**src/rtl/jump_pkg.sv**
```systemverilog
// Shared types and default tuning for the player jump controller.
// Trajectory states double as the debug/animation encoding.
package jump_pkg;

  typedef enum logic [1:0] {
    GROUNDED = 2'd0,
    RISING   = 2'd1,
    APEX     = 2'd2,
    FALLING  = 2'd3
  } jstate_t;

  localparam int KEY_JUMP_BIT = 0;

  localparam int DEF_GROUND_Y    = 368;
  localparam int DEF_CEIL_Y      = 2;
  localparam int DEF_JUMP_V      = 6;
  localparam int DEF_GRAV_DIV    = 2;
  localparam int DEF_APEX_FRAMES = 2;
  localparam int DEF_MAX_FALL    = 6;

  // Bits needed to count 0..n-1, never less than one.
  function automatic int cbits(input int n);
    return (n > 1) ? $clog2(n) : 1;
  endfunction

endpackage

```
**src/rtl/key_edge_det.sv**
```systemverilog
// Registered rising-edge detector for a single key bit.
// The edge is valid for exactly one frame per press.
module key_edge_det (
  input  logic clk_i,
  input  logic rst_i,
  input  logic key_i,
  output logic edge_o
);

  logic key_q;

  always_ff @(posedge clk_i or posedge rst_i) begin
    if (rst_i) key_q <= 1'b0;
    else       key_q <= key_i;
  end

  assign edge_o = key_i & ~key_q;

endmodule

```
**src/rtl/jump_ctrl.sv**
```systemverilog
// Per-frame vertical velocity generator for the player sprite:
// rise, apex hold and fall with quantised gravity, landing on sprite_y.
module jump_ctrl
  import jump_pkg::*;
#(
  parameter int GROUND_Y    = DEF_GROUND_Y,
  parameter int CEIL_Y      = DEF_CEIL_Y,
  parameter int JUMP_V      = DEF_JUMP_V,
  parameter int GRAV_DIV    = DEF_GRAV_DIV,
  parameter int APEX_FRAMES = DEF_APEX_FRAMES,
  parameter int MAX_FALL    = DEF_MAX_FALL
) (
  input  logic        frame_clk,
  input  logic        Reset,
  input  logic [15:0] keycode,
  input  logic [9:0]  sprite_y,
  output logic [9:0]  up,
  output logic [9:0]  down,
  output logic        airborne,
  output logic [1:0]  jstate
);

  localparam int VMAX = (JUMP_V > MAX_FALL) ? JUMP_V : MAX_FALL;
  localparam int VW   = cbits(VMAX + 1);
  localparam int DW   = cbits(GRAV_DIV);
  localparam int AW   = cbits(APEX_FRAMES);

  jstate_t       state_q, state_d;
  logic [VW-1:0] vel_q, vel_d, vel_n;
  logic [DW-1:0] div_q, div_d;
  logic [AW-1:0] apex_q, apex_d;
  logic [9:0]    up_q, up_d;
  logic [9:0]    down_q, down_d;
  logic          air_q, air_d;

  logic          jump_edge;
  logic          div_wrap;
  logic [10:0]   y_ext;
  logic [10:0]   ceil_lim;
  logic [10:0]   fall_sum;
  logic [9:0]    land_gap;
  logic          unused_keys;

  key_edge_det u_jump_key (
    .clk_i  (frame_clk),
    .rst_i  (Reset),
    .key_i  (keycode[KEY_JUMP_BIT]),
    .edge_o (jump_edge)
  );

  assign unused_keys = ^keycode;

  // Widen to 11 bits so y + vel cannot wrap.
  assign y_ext    = {1'b0, sprite_y};
  assign ceil_lim = 11'(CEIL_Y) + 11'(vel_q);
  assign fall_sum = y_ext + 11'(vel_n);
  assign land_gap = 10'(GROUND_Y) - sprite_y;
  assign div_wrap = (div_q == DW'(GRAV_DIV - 1));

  always_comb begin
    vel_n = vel_q;
    if (div_wrap && (vel_q < VW'(MAX_FALL)))
      vel_n = vel_q + VW'(1);
  end

  always_ff @(posedge frame_clk or posedge Reset) begin
    if (Reset) begin
      state_q <= GROUNDED;
      vel_q   <= '0;
      div_q   <= '0;
      apex_q  <= '0;
      up_q    <= '0;
      down_q  <= '0;
      air_q   <= 1'b0;
    end else begin
      state_q <= state_d;
      vel_q   <= vel_d;
      div_q   <= div_d;
      apex_q  <= apex_d;
      up_q    <= up_d;
      down_q  <= down_d;
      air_q   <= air_d;
    end
  end

  always_comb begin
    state_d = state_q;
    vel_d   = vel_q;
    div_d   = div_q;
    apex_d  = apex_q;
    up_d    = '0;
    down_d  = '0;
    unique case (state_q)
      GROUNDED: begin
        if (jump_edge) begin
          state_d = RISING;
          vel_d   = VW'(JUMP_V);
          div_d   = '0;
          up_d    = 10'd0 - 10'(JUMP_V);
        end
      end
      RISING: begin
        if (y_ext <= ceil_lim) begin
          state_d = FALLING;
          vel_d   = VW'(1);
          div_d   = '0;
          down_d  = 10'd1;
        end else if (div_wrap) begin
          div_d = '0;
          if (vel_q <= VW'(1)) begin
            state_d = APEX;
            vel_d   = '0;
            apex_d  = '0;
          end else begin
            vel_d = vel_q - VW'(1);
            up_d  = 10'd0 - 10'(vel_d);
          end
        end else begin
          div_d = div_q + DW'(1);
          up_d  = 10'd0 - 10'(vel_q);
        end
      end
      APEX: begin
        if (apex_q == AW'(APEX_FRAMES - 1)) begin
          state_d = FALLING;
          vel_d   = VW'(1);
          div_d   = '0;
          down_d  = 10'd1;
        end else begin
          apex_d = apex_q + AW'(1);
        end
      end
      FALLING: begin
        div_d = div_wrap ? '0 : div_q + DW'(1);
        if (y_ext >= 11'(GROUND_Y)) begin
          state_d = GROUNDED;
          vel_d   = '0;
          div_d   = '0;
        end else if (fall_sum >= 11'(GROUND_Y)) begin
          state_d = GROUNDED;
          vel_d   = '0;
          div_d   = '0;
          down_d  = land_gap;
        end else begin
          vel_d  = vel_n;
          down_d = 10'(vel_n);
        end
      end
    endcase
  end

  assign air_d = (state_d != GROUNDED);

  always_comb begin
    up       = up_q;
    down     = down_q;
    airborne = air_q;
    jstate   = state_q;
  end

endmodule
```
**config.mk**
```make
export PLATFORM = sky130hd
export DESIGN_NAME = jump_ctrl
export DESIGN_NICKNAME = d
export VERILOG_FILES = /design/src/rtl/jump_pkg.sv /design/src/rtl/key_edge_det.sv /design/src/rtl/jump_ctrl.sv
export SDC_FILE = /design/constraint.sdc
export NUM_CORES = 1
export LEC_CHECK = 0
export CAP_MARGIN = 20
export CORE_ASPECT_RATIO = 1.25
export CORE_MARGIN = 2
export CORE_UTILIZATION = 45
export DETAILED_ROUTE_END_ITERATION = 12
export PLACE_DENSITY = 0.88
export SLEW_MARGIN = 20
export SYNTH_ARGS = -nofsm -noshare
export SYNTH_HDL_FRONTEND = slang
export SYNTH_SLANG_ARGS = --single-unit
```
**constraint.sdc**
```tcl
create_clock -name frame_clk -period 3.83 [get_ports frame_clk]
set_clock_uncertainty 0.1 [all_clocks]
set_input_delay 0.9575 -clock frame_clk [delete_from_list [all_inputs] [get_ports frame_clk]]
set_output_delay 0.9575 -clock frame_clk [all_outputs]
set_load 0.02 [all_outputs]
```
# [Word level (Yosys, flattened, before mapping)]
# Cells that the tools add are included.
[totals] n_memories=0 out_inout_bits=23 latch_bits=0 elab_cells=79 regBits=29 inputBits=28 ram_bits=0 rom_bits=0
[op_classes] n_bitwise=2 muxes=39 magnitude_cmp=5 reduce_logical=7 div_mod_pow=0 multipliers=0 n_eq_ne=9 shifts=0 addsub=9
[op_table] cell="10-bit 2-to-1 mux" n=6
[op_table] cell="10-bit one-hot mux with 3 select lines" n=1
[op_table] cell="3-bit 2-to-1 mux" n=8
[op_table] cell="10-bit one-hot mux with 2 select lines" n=1
[op_table] cell="2-bit 2-to-1 mux" n=7
[op_table] cell="1-bit 2-to-1 mux" n=12
[op_table] cell="3-bit one-hot mux with 4 select lines" n=1
[op_table] cell="10-bit by 3-bit adder with 11-bit output" n=1
[op_table] cell="11-bit by 9-bit greater-or-equal comparator with 1-bit output (second input constant)" n=1
[op_table] cell="10-bit by 9-bit greater-or-equal comparator with 1-bit output (second input constant)" n=1
[op_table] cell="10-bit by 4-bit <= comparator with 1-bit output" n=1
[op_table] cell="2-bit != test (second input constant)" n=5
[op_table] cell="9-bit by 10-bit subtractor with 10-bit output (first input constant)" n=1
[op_table] cell="2-bit one-hot mux with 4 select lines" n=1
[op_table] cell="1-bit by 3-bit subtractor with 4-bit output (first input constant)" n=2
[op_table] cell="2-bit by 3-bit adder with 4-bit output (first input constant)" n=1
[op_table] cell="2-bit == test (second input constant)" n=2
[op_table] cell="1-bit one-hot mux with 4 select lines" n=1
[op_table] cell="4-bit AND reduction" n=1
[op_table] cell="2-bit nonzero test" n=2
[op_table] cell="3-bit by 1-bit adder with 3-bit output (second input constant)" n=1
[op_table] cell="3-bit by 1-bit <= comparator with 1-bit output (second input constant)" n=1
[op_table] cell="3-bit < comparator (second input constant)" n=1
[op_table] cell="3-bit != test (second input constant)" n=1
[op_table] cell="other kinds (10)" n=11

# [Logic depth before layout (Yosys ltp)]
# Gate-level depths: netlist of the first run.
[logic_depth] word_depth=9 depth_mapped=14 ltp_nobuf=13

# [Modules after synthesis]
# A second synthesis of the first run with hierarchy kept.
[hier_totals] hier_cells=184 area_unflattened_um2=1629.1
[by_module_without_submodules] mod="jump_ctrl" n_inst=1 seq_area_each_um2=550.5 area_each_um2=1586.5 cells_each=181
[by_module_without_submodules] mod="key_edge_det" n_inst=1 seq_area_each_um2=25.0 area_each_um2=42.5 cells_each=3

# [Worst setup path after synthesis of the first run]
# OpenSTA, ideal clock, no wires.
[synth_path] kind="register to register" startpoint="register vel_q[1]" endpoint="register air_q, in the netlist airborne" path_buffers=1 period_less_slack_ns=3.004 path_stages_with_launch=15 arrival_ns=2.823 required_time_ns=3.650 setup_slack_ns=0.826 setup_time_ns=0.080 cell_sequence="dfrtp_1 > ha_1 > nor2_1 > xnor2_1 > inv_1 > ha_1 > inv_1 > fa_1 > nor2b_1 > nor2_1 > and3_1 > o41a_1 > or2_1 > buf_6 > a31oi_4"
[synth_between] elab_chain_len=9 elab_cells_between_ends=16 classes_between="add/sub: 3; order compare: 4; mux: 7; reduce/logical: 2"
[synth_rtl] element="start, declared" line_no="jump_ctrl.sv:29" text="logic [VW-1:0] vel_q, vel_d, vel_n;"
[synth_rtl] element="start signal, assigned" line_no="jump_ctrl.sv:77" text="vel_q <= vel_d;"
[synth_rtl] element="3-bit < comparator" line_no="jump_ctrl.sv:62" text="if (div_wrap && (vel_q < VW'(MAX_FALL)))"
[synth_rtl] element="1-bit logical AND" line_no="jump_ctrl.sv:62"
[synth_rtl] element="3-bit 2-to-1 mux" line_no="jump_ctrl.sv:62"
[synth_rtl] element="10-bit by 3-bit adder with 11-bit output" line_no="jump_ctrl.sv:56" text="assign fall_sum = y_ext + 11'(vel_n);"
[synth_rtl] element="11-bit by 9-bit greater-or-equal comparator with 1-bit output" line_no="jump_ctrl.sv:139" text="end else if (fall_sum >= 11'(GROUND_Y)) begin"
[synth_rtl] element="2-bit 2-to-1 mux" line_no="jump_ctrl.sv:139"
[synth_rtl] element="2-bit 2-to-1 mux" line_no="jump_ctrl.sv:135" text="if (y_ext >= 11'(GROUND_Y)) begin"
[synth_rtl] element="2-bit one-hot mux with 4 select lines (*)" line_no="jump_ctrl.sv:93" text="unique case (state_q)"
[synth_rtl] element="2-bit nonzero test (*)" line_no="jump_ctrl.sv:152" text="assign air_d = (state_d != GROUNDED);"
[synth_rtl] element="named net air_d" line_no="jump_ctrl.sv:34" text="logic air_q, air_d;"
[synth_rtl] element="end signal, assigned" line_no="jump_ctrl.sv:82" text="air_q <= air_d;"
[synth_rtl] element="end, declared" line_no="jump_ctrl.sv:34"
# The timed path passes the listed nets; every way through them passes the cells marked *.
# A chain may end at the register's enable or synchronous reset.

# [Worst setup path after layout of the first run]
[layout_path] startpoint="input port sprite_y[0]" endpoint="register vel_q[2]"
[layout_between] elab_chain_len=5 elab_cells_between_ends=10 classes_between="add/sub: 1; order compare: 3; eq/ne: 1; mux: 4; reduce/logical: 1"
[layout_rtl] element="start, declared" line_no="jump_ctrl.sv:16" text="input logic [9:0] sprite_y,"
[layout_rtl] element="10-bit by 3-bit adder with 11-bit output" line_no="jump_ctrl.sv:56"
[layout_rtl] element="11-bit by 9-bit greater-or-equal comparator with 1-bit output" line_no="jump_ctrl.sv:139"
[layout_rtl] element="3-bit 2-to-1 mux" line_no="jump_ctrl.sv:139"
[layout_rtl] element="3-bit 2-to-1 mux" line_no="jump_ctrl.sv:135"
[layout_rtl] element="3-bit one-hot mux with 4 select lines" line_no="jump_ctrl.sv:93"
# Several ways; a longest one is shown, not always the timed one.

==> impl_summary.log, run 1 <==
[metrics] via count normalized by instance count: 5.61
[metrics] unrepaired setup endpoints after global routing: no
[metrics] I/O pin total: 51
[metrics] Pre-antenna DRT Iters: 4
[metrics] transition time at the pin with the least slew margin: 846 ps
[metrics] number of clock sinks: 23
[metrics] leakage power summed over all cells: just over 0.9 nW
[metrics] max-capacitance violation count: 0
[metrics] antenna violations before repair: 0
[metrics] routability congestion estimate from global placement: ~0.83
[metrics] Final Hold Violating Endpoints: 0
[metrics] cell count of the worst reg-to-reg path: 13
[metrics] time the worst path needs with I/O delays and setup: approximately 3500 ps
[metrics] Initial Util: 47.3%
[metrics] Power Total: 0.00144 W
[metrics] largest cells by area after synthesis: dfrtp_1 35%, ha_1 11%, a21oi_1 6.1%
[metrics] port bufs: 35
[metrics] clock tree from TritonCTS: built
[metrics] commonest register cell after synthesis: dfrtp_1
[metrics] layout overhead on the synthesized area: 26.0%
[metrics] worst r2r src: vel_q[1]
[metrics] fraction of synthesized cell area taken by the top area cell type: approximately a third
[metrics] capture point of the critical path: vel_q[2]
[metrics] number of cell rows: 24
[metrics] total number of yosys warnings: 0
[metrics] sequential element share of the synthesized area: a little over a third
[metrics] core area: between 0.003 and 0.004 mm²
[metrics] FFs w/ async S/R, synth: between 90% and 100%
[metrics] kind of end point of the critical path: register
[metrics] count of vias placed by the detailed router: between 1000 and 1500
[metrics] post-cts repair resize count: 0
[metrics] highest net fanout along the worst path: 8
[metrics] clock edge transition at the registers on the reported setup and hold paths: 80 ps
[metrics] worst ir drop on vdd: 0.444 mV
[metrics] share of the cycle needed by the critical path after routing: between 90% and 100%
[metrics] f_max: 290 MHz
[metrics] All-Layer GR Usage: roughly a fifth
[metrics] worst hold path class: reg2reg
[metrics] maximum number of pins on one net before global-route repair: 24
[metrics] #FFs+latches synth: 23
[metrics] Die Outline Area: between 0.004 and 0.005 mm²
[metrics] antenna diode instance count: 0
[metrics] initial detailed-routing violation count: 42
[metrics] Synth Instances: between 150 and 200
[metrics] Data arrival, critical path: about 3500 ps
[metrics] register-to-register path setup slack: about 450 ps
[metrics] placed wire-length estimate after detailed placement: ~2700 µm
[metrics] number of distinct library cells after synthesis: 47
[metrics] Die H: ~72 µm
[metrics] mean cell area of the mapped netlist: between 8 and 9 µm²
[metrics] setup repair bufs after CTS: 0
[metrics] total gr overflow: 0
[metrics] status: finished clean
[metrics] width of the chip: 58.1 µm
[metrics] post-layout utilization of the core: 59.6%
[metrics] number of antenna-violating nets in the routed design: 0
[metrics] number of hold-repair buffers added at the cts stage: 0
[metrics] worst setup path startpoint: sprite_y[0]
[metrics] biggest area consumer among synthesized cells: dfrtp_1
[metrics] wire length of the first global-routing pass: just over 6000 µm
[metrics] clk_lat worst skew: around 270 ps
[metrics] Critical R2R Capture: vel_q[2]
[metrics] CTS root buffer: clkbuf_8
[metrics] sort of element at the start of the critical path: input pin
[metrics] total routed wirelength: roughly 3600 µm
[metrics] via count of the first global-routing pass: 1385
[metrics] endpoint required time on the critical path: between 3000 and 4000 ps
[metrics] number of nets in the finished design: approximately 270
[metrics] Slew Viols, Final: 0
[metrics] Synth Cell Area: 0.00165 mm²
[metrics] number of enable-type register cells in the synthesized netlist: 0
[metrics] CTS buffer count: 3
[metrics] power per cell area: approximately 700 mW/mm²
[metrics] relative slew slack: a little over two fifths
[metrics] wire length per cell: ~14 µm
[metrics] number of design rule violations left after detail routing: 0
[metrics] Hold Startpoint: apex_q
[metrics] total negative slack: 0 ps
[metrics] setup violation total in the final timing report: 0
[metrics] start-to-end type of the worst setup path: in2reg
[metrics] htree depth: 1
[metrics] fraction of final layout cells with drive strength greater than 1: a little under 8%
[metrics] maximum clock insertion buffer count: 2
[critical path, stage by stage]
cell,delay [ps]
clkdlybuf4s50_1,510
ha_1,190
inv_1,60
fa_1,360
nor2b_1,170
nor2_1,70
and3_1,140
o41a_1,460
or2_1,370
o22ai_1,250
[per-stage QoR]
| step | hold WS, ps | instance area, µm² | setup slack [ps] | cells |
|---|---|---|---|---|
| 5_1_grt | 555 | 2070 | 166 | 260 |
| 2_1_floorplan | 433 | 1650 | 826 | 187 |
| 4_1_cts | 504 | 2070 | 397 | 260 |
| 3_5_place_dp | 483 | 2030 | 120 | 256 |
| 3_3_place_gp | 464 | 2030 | 180 | 256 |
| 6_report | 511 | 2070 | 376 | 260 |
[layout make-up]
class | instances | area, µm²
Clock buffer | 3 | 41.3
Clock inverter | 1 | 7.51
Fill cell | 304 | 1410
Inverter | 17 | 63.8
Multi-Input combinational cell | 134 | 927
Sequential cell | 23 | 576
Tap cell | 39 | 48.8
Timing Repair Buffer | 43 | 410
[layer usage]
layer | vias up | GRT usage (%) | part of all wire [%]
met5 | - | 0 | 0
met2 | 41 | 34.1 | 54
met3 | 7 | 1.44 | 3.4
met4 | 0 | 7.75 | 2.1
li1 | 720 | - | -
met1 | 690 | 23.0 | 40
[how the worst min path moves through the flow]
| stage | end | slack, ps | depth (start not counted) |
|---|---|---|---|
| 6_report | apex_q | 510 | 2 |
| 3_5_place_dp | apex_q | 480 | 2 |
| 2_1_floorplan | up[8] | 430 | 3 |
| 5_1_grt | apex_q | 560 | 2 |
| 3_3_place_gp | apex_q | 460 | 2 |
| 4_1_cts | apex_q | 500 | 2 |
[registers in the layout, summed over array words and instances (netlist names)]
| signal | count |
|---|---|
| down | 10 |
| up | 4 |
| airborne | 1 |
| apex_q | 1 |
| div_q | 1 |
| u_jump_key.key_q | 1 |
| jstate | 2 |
| vel_q | 3 |
[cells in the final DEF (no fill, tap or decap), types with 2 or more instances in the layout]
master and count:
o21ai_0 11, nor2_1 14, nor2b_1 4, nand2_1 10
clkbuf_8 3, xor2_1 4, nand4_1 2, nand3_1 2
nand2b_1 2, o211ai_1 4, conb_1 3, o2111ai_1 2
dfrtp_1 23, inv_1 17, xnor2_1 5, nand4b_1 3
and3_1 3, clkdlybuf4s50_1 35, a21oi_1 20, o22ai_1 4
ha_1 14, buf_4 8, nor3_1 5
[synthesized netlist by cell type, types with 3 or more instances]
master     n
inv_1     17
xor2_1     4
a21oi_1   20
and3_1     3
nand2_1   10
nor3_1     5
nor2b_1    4
o211ai_1   4
buf_4      6
o21ai_0   11
dfrtp_1   23
xnor2_1    5
o22ai_1    4
nor2_1    14
nand4b_1   3
ha_1      14
[power breakdown]
part / internal [W] / switching, W
logic: 0.000404 / 0.000489
clock network: 0.0000737 / 0.0000810
registers: 0.000305 / 0.0000881
[logic make-up after synthesis]
family | share of synthesized area (%)
adder cells (fa/ha/maj) | 11.9
AND/OR/NAND/NOR | 16.6
AO/OA/AOI/OAI | 21.7
flip-flops | 35.0
buffers and inverters | 9.19
multiplexers | 0.684
XOR/XNOR | 4.79
other | 0.228
No activity file was read; power rests on OpenSTA's default activity.
==> inputs of run 2 (changes only) <==
--- a/config.mk
+++ b/config.mk
@@ -10,7 +10,8 @@
 export CORE_MARGIN = 2
 export CORE_UTILIZATION = 45
 export DETAILED_ROUTE_END_ITERATION = 12
-export PLACE_DENSITY = 0.88
+export DONT_BUFFER_PORTS = 1
+export PLACE_DENSITY = 0.7
 export SLEW_MARGIN = 20
 export SYNTH_ARGS = -nofsm -noshare
 export SYNTH_HDL_FRONTEND = slang
==> run 2 against run 1 <==
Effect of this change:
- clock power hardly changed
- die area did not move
- flip-flop and latch count unchanged
- largest power group unchanged
- final cell count is 15% lower
- non-clock buffer count is 40 lower
- routed wire length decreased by 3.9%
- worst setup slack got worse by 40 ps
- maximum frequency down 1.1%
- largest cell class unchanged
==> impl_summary.log, run 2 (synthesized netlist as in run 1, its figures left out) <==
[metrics] maximum clock insertion buffer count: 2
[metrics] CTS root buffer: clkbuf_8
[metrics] clock edge transition at the registers on the reported setup and hold paths: approximately 80 ps
[metrics] highest net fanout along the worst path: 8
[metrics] antenna diode instance count: 0
[metrics] most frequent cells in the layout: 23 x dfrtp_1, 20 x a21oi_1, 17 x inv_1
[metrics] f_max: between 200 and 300 MHz
[metrics] maximum number of pins on one net before global-route repair: 24
[metrics] status: finished clean
[metrics] Pre-antenna DRT Iters: 6
[metrics] core area: between 0.003 and 0.004 mm²
[metrics] antenna violations before repair: 0
[metrics] setup violation total in the final timing report: 0
[metrics] clock tree from TritonCTS: built
[metrics] share of the cycle needed by the critical path after routing: about nine tenths
[metrics] via count of the first global-routing pass: approximately 1200
[metrics] initial detailed-routing violation count: 52
[metrics] Post-Layout Cell Count: 220
[metrics] sort of element at the start of the critical path: register
[metrics] total negative slack: 0 ps
[metrics] slowest cell delay on critical path: around 540 ps
[metrics] cell total after placement: roughly 220
[metrics] placement-stage worst setup slack: approximately 380 ps
[metrics] width of the chip: about 58 µm
[metrics] endpoint required time on the critical path: between 3000 and 4000 ps
[metrics] Die H: roughly 72 µm
[metrics] wire length per cell: 15.6 µm
[metrics] worst hold path class: reg2reg
[metrics] number of antenna-violating nets in the routed design: 0
[metrics] wire length of the first global-routing pass: 5490 µm
[metrics] number of cell rows: 24
[metrics] fraction of final layout cells with drive strength greater than 1: 6.63%
[metrics] power per cell area: between 700 and 800 mW/mm²
[metrics] CTS buffer count: 3
[metrics] number of design rule violations left after detail routing: 0
[metrics] clk_lat worst skew: approximately 260 ps
[metrics] Die Outline Area: about 0.0042 mm²
[metrics] unrepaired setup endpoints after global routing: no
[metrics] routability congestion estimate from global placement: 0.887
[metrics] setup repair bufs after CTS: 0
[metrics] total routed wirelength: about 3400 µm
[metrics] number of nets in the finished design: about 230
[metrics] All-Layer GR Usage: about 17%
[metrics] port bufs: 0
[metrics] leakage power summed over all cells: 0.776 nW
[metrics] post-cts repair resize count: 0
[metrics] Critical R2R Capture: vel_q[2]
[metrics] worst r2r src: vel_q[0]
[metrics] placed wire-length estimate after detailed placement: approximately 2600 µm
[metrics] worst ir drop on vdd: between 0.8 and 0.9 mV
[metrics] CP Buf/Inv Count: 2
[metrics] I/O pin total: slightly above 50
[metrics] Initial Util: 47.3%
[metrics] start-to-end type of the worst setup path: reg2reg
[metrics] most common cell after layout, fill and taps aside: dfrtp_1
[metrics] Min-Delay Endpoint: apex_q
[metrics] count of vias placed by the detailed router: 1285
[metrics] Min-Delay Path Depth: 2
[metrics] transition time at the pin with the least slew margin: approximately 860 ps
[metrics] Hold Startpoint: apex_q
[metrics] ordered cell list for the critical path: inv_1 > ha_1 > a21oi_1 > inv_1 > ha_1 > a21oi_1 > nand2_1 > and3_1 > o41a_1 > or2_1 > o22ai_1
[metrics] htree depth: 1
[metrics] cell count of the worst reg-to-reg path: 11
[metrics] relative slew slack: around 43%
[metrics] time the worst path needs with I/O delays and setup: approximately 3500 ps
[metrics] worst setup path startpoint: vel_q[0]
[metrics] number of clock sinks: 23
[metrics] Slew Viols, Final: 0
[metrics] kind of end point of the critical path: register
[metrics] number of hold-repair buffers added at the cts stage: 0
[metrics] total gr overflow: 0
[metrics] via count normalized by instance count: roughly 5.8
[metrics] total number of cells along the worst setup path: 11
[metrics] max-capacitance violation count: 0
[metrics] Final Hold Violating Endpoints: 0
[metrics] cell class contributing the biggest share of worst-path delay: compound AO/OA/AOI/OAI gates
[metrics] register-to-register path setup slack: about 340 ps
[metrics] post-layout utilization of the core: 48.4%
[metrics] Data arrival, critical path: 3570 ps
[metrics] max FFs per register: 10
[metrics] cell with the largest stage delay on the worst path: dfrtp_1
[metrics] layout overhead on the synthesized area: 2.43%
[metrics] least setup slack across all paths after layout: ~340 ps
[metrics] FILL cells: 339
==> run 2: metal layers <==
metal / vias to the layer above / global-route usage [%] / share of wire, %
met5: - / 0 / 0
met3: 5 / 2.89 / 5.9
met2: 46 / 29.8 / 52
met1: 602 / 20.8 / 41
li1: 632 / - / -
met4: 0 / 5.43 / 1.4
==> run 2: worst max path at each step <==
stage | to | slack (ps)
floorplan | airborne | 830
global placement | vel_q[2] | 480
detailed placement | vel_q[2] | 380
CTS | vel_q[2] | 320
global route | down[1] | 110
finish | vel_q[2] | 340
==> run 2: where the power goes <==
part	internal, W	total (W)	switching [W]
registers	0.000305	0.000420	0.000115
clock network	0.0000736	0.000154	0.0000803
logic	0.000262	0.000697	0.000436
total	0.000640	0.00127	0.000631
==> run 2: layout make-up <==
type,instances,area (µm²),share of cell area [%]
multi-input cells,134,927,55.0
flip-flops and latches,23,576,34.1
inverters,17,63.8,3.78
well taps,39,48.8,2.89
clock buffers,3,41.3,2.45
repair buffers,3,22.5,1.34
clock inverters,1,7.51,0.445
==> run 2: worst min-delay path: stages (launching register included) <==
cell     delay [ps]
dfrtp_1         420
inv_1            80
a21oi_1          60
==> run 2: through the flow <==
step / hold slack [ps] / area (µm²) / power (W)
2_1_floorplan: 433 / 1650 / 0.00100
3_3_place_gp: 481 / 1640 / 0.00108
3_5_place_dp: 483 / 1640 / 0.00111
4_1_cts: 497 / 1690 / 0.00127
5_1_grt: 534 / 1690 / 0.00138
6_report: 501 / 1690 / 0.00127
==> inputs of run 3 (changes only) <==
--- a/config.mk
+++ b/config.mk
@@ -11,6 +11,7 @@
 export CORE_UTILIZATION = 45
 export DETAILED_ROUTE_END_ITERATION = 12
 export DONT_BUFFER_PORTS = 1
+export GPL_ROUTABILITY_DRIVEN = 0
 export PLACE_DENSITY = 0.7
 export SLEW_MARGIN = 20
 export SYNTH_ARGS = -nofsm -noshare
==> results of run 3 <==
Final layout, timing and power as in run 2 (identical DEF).
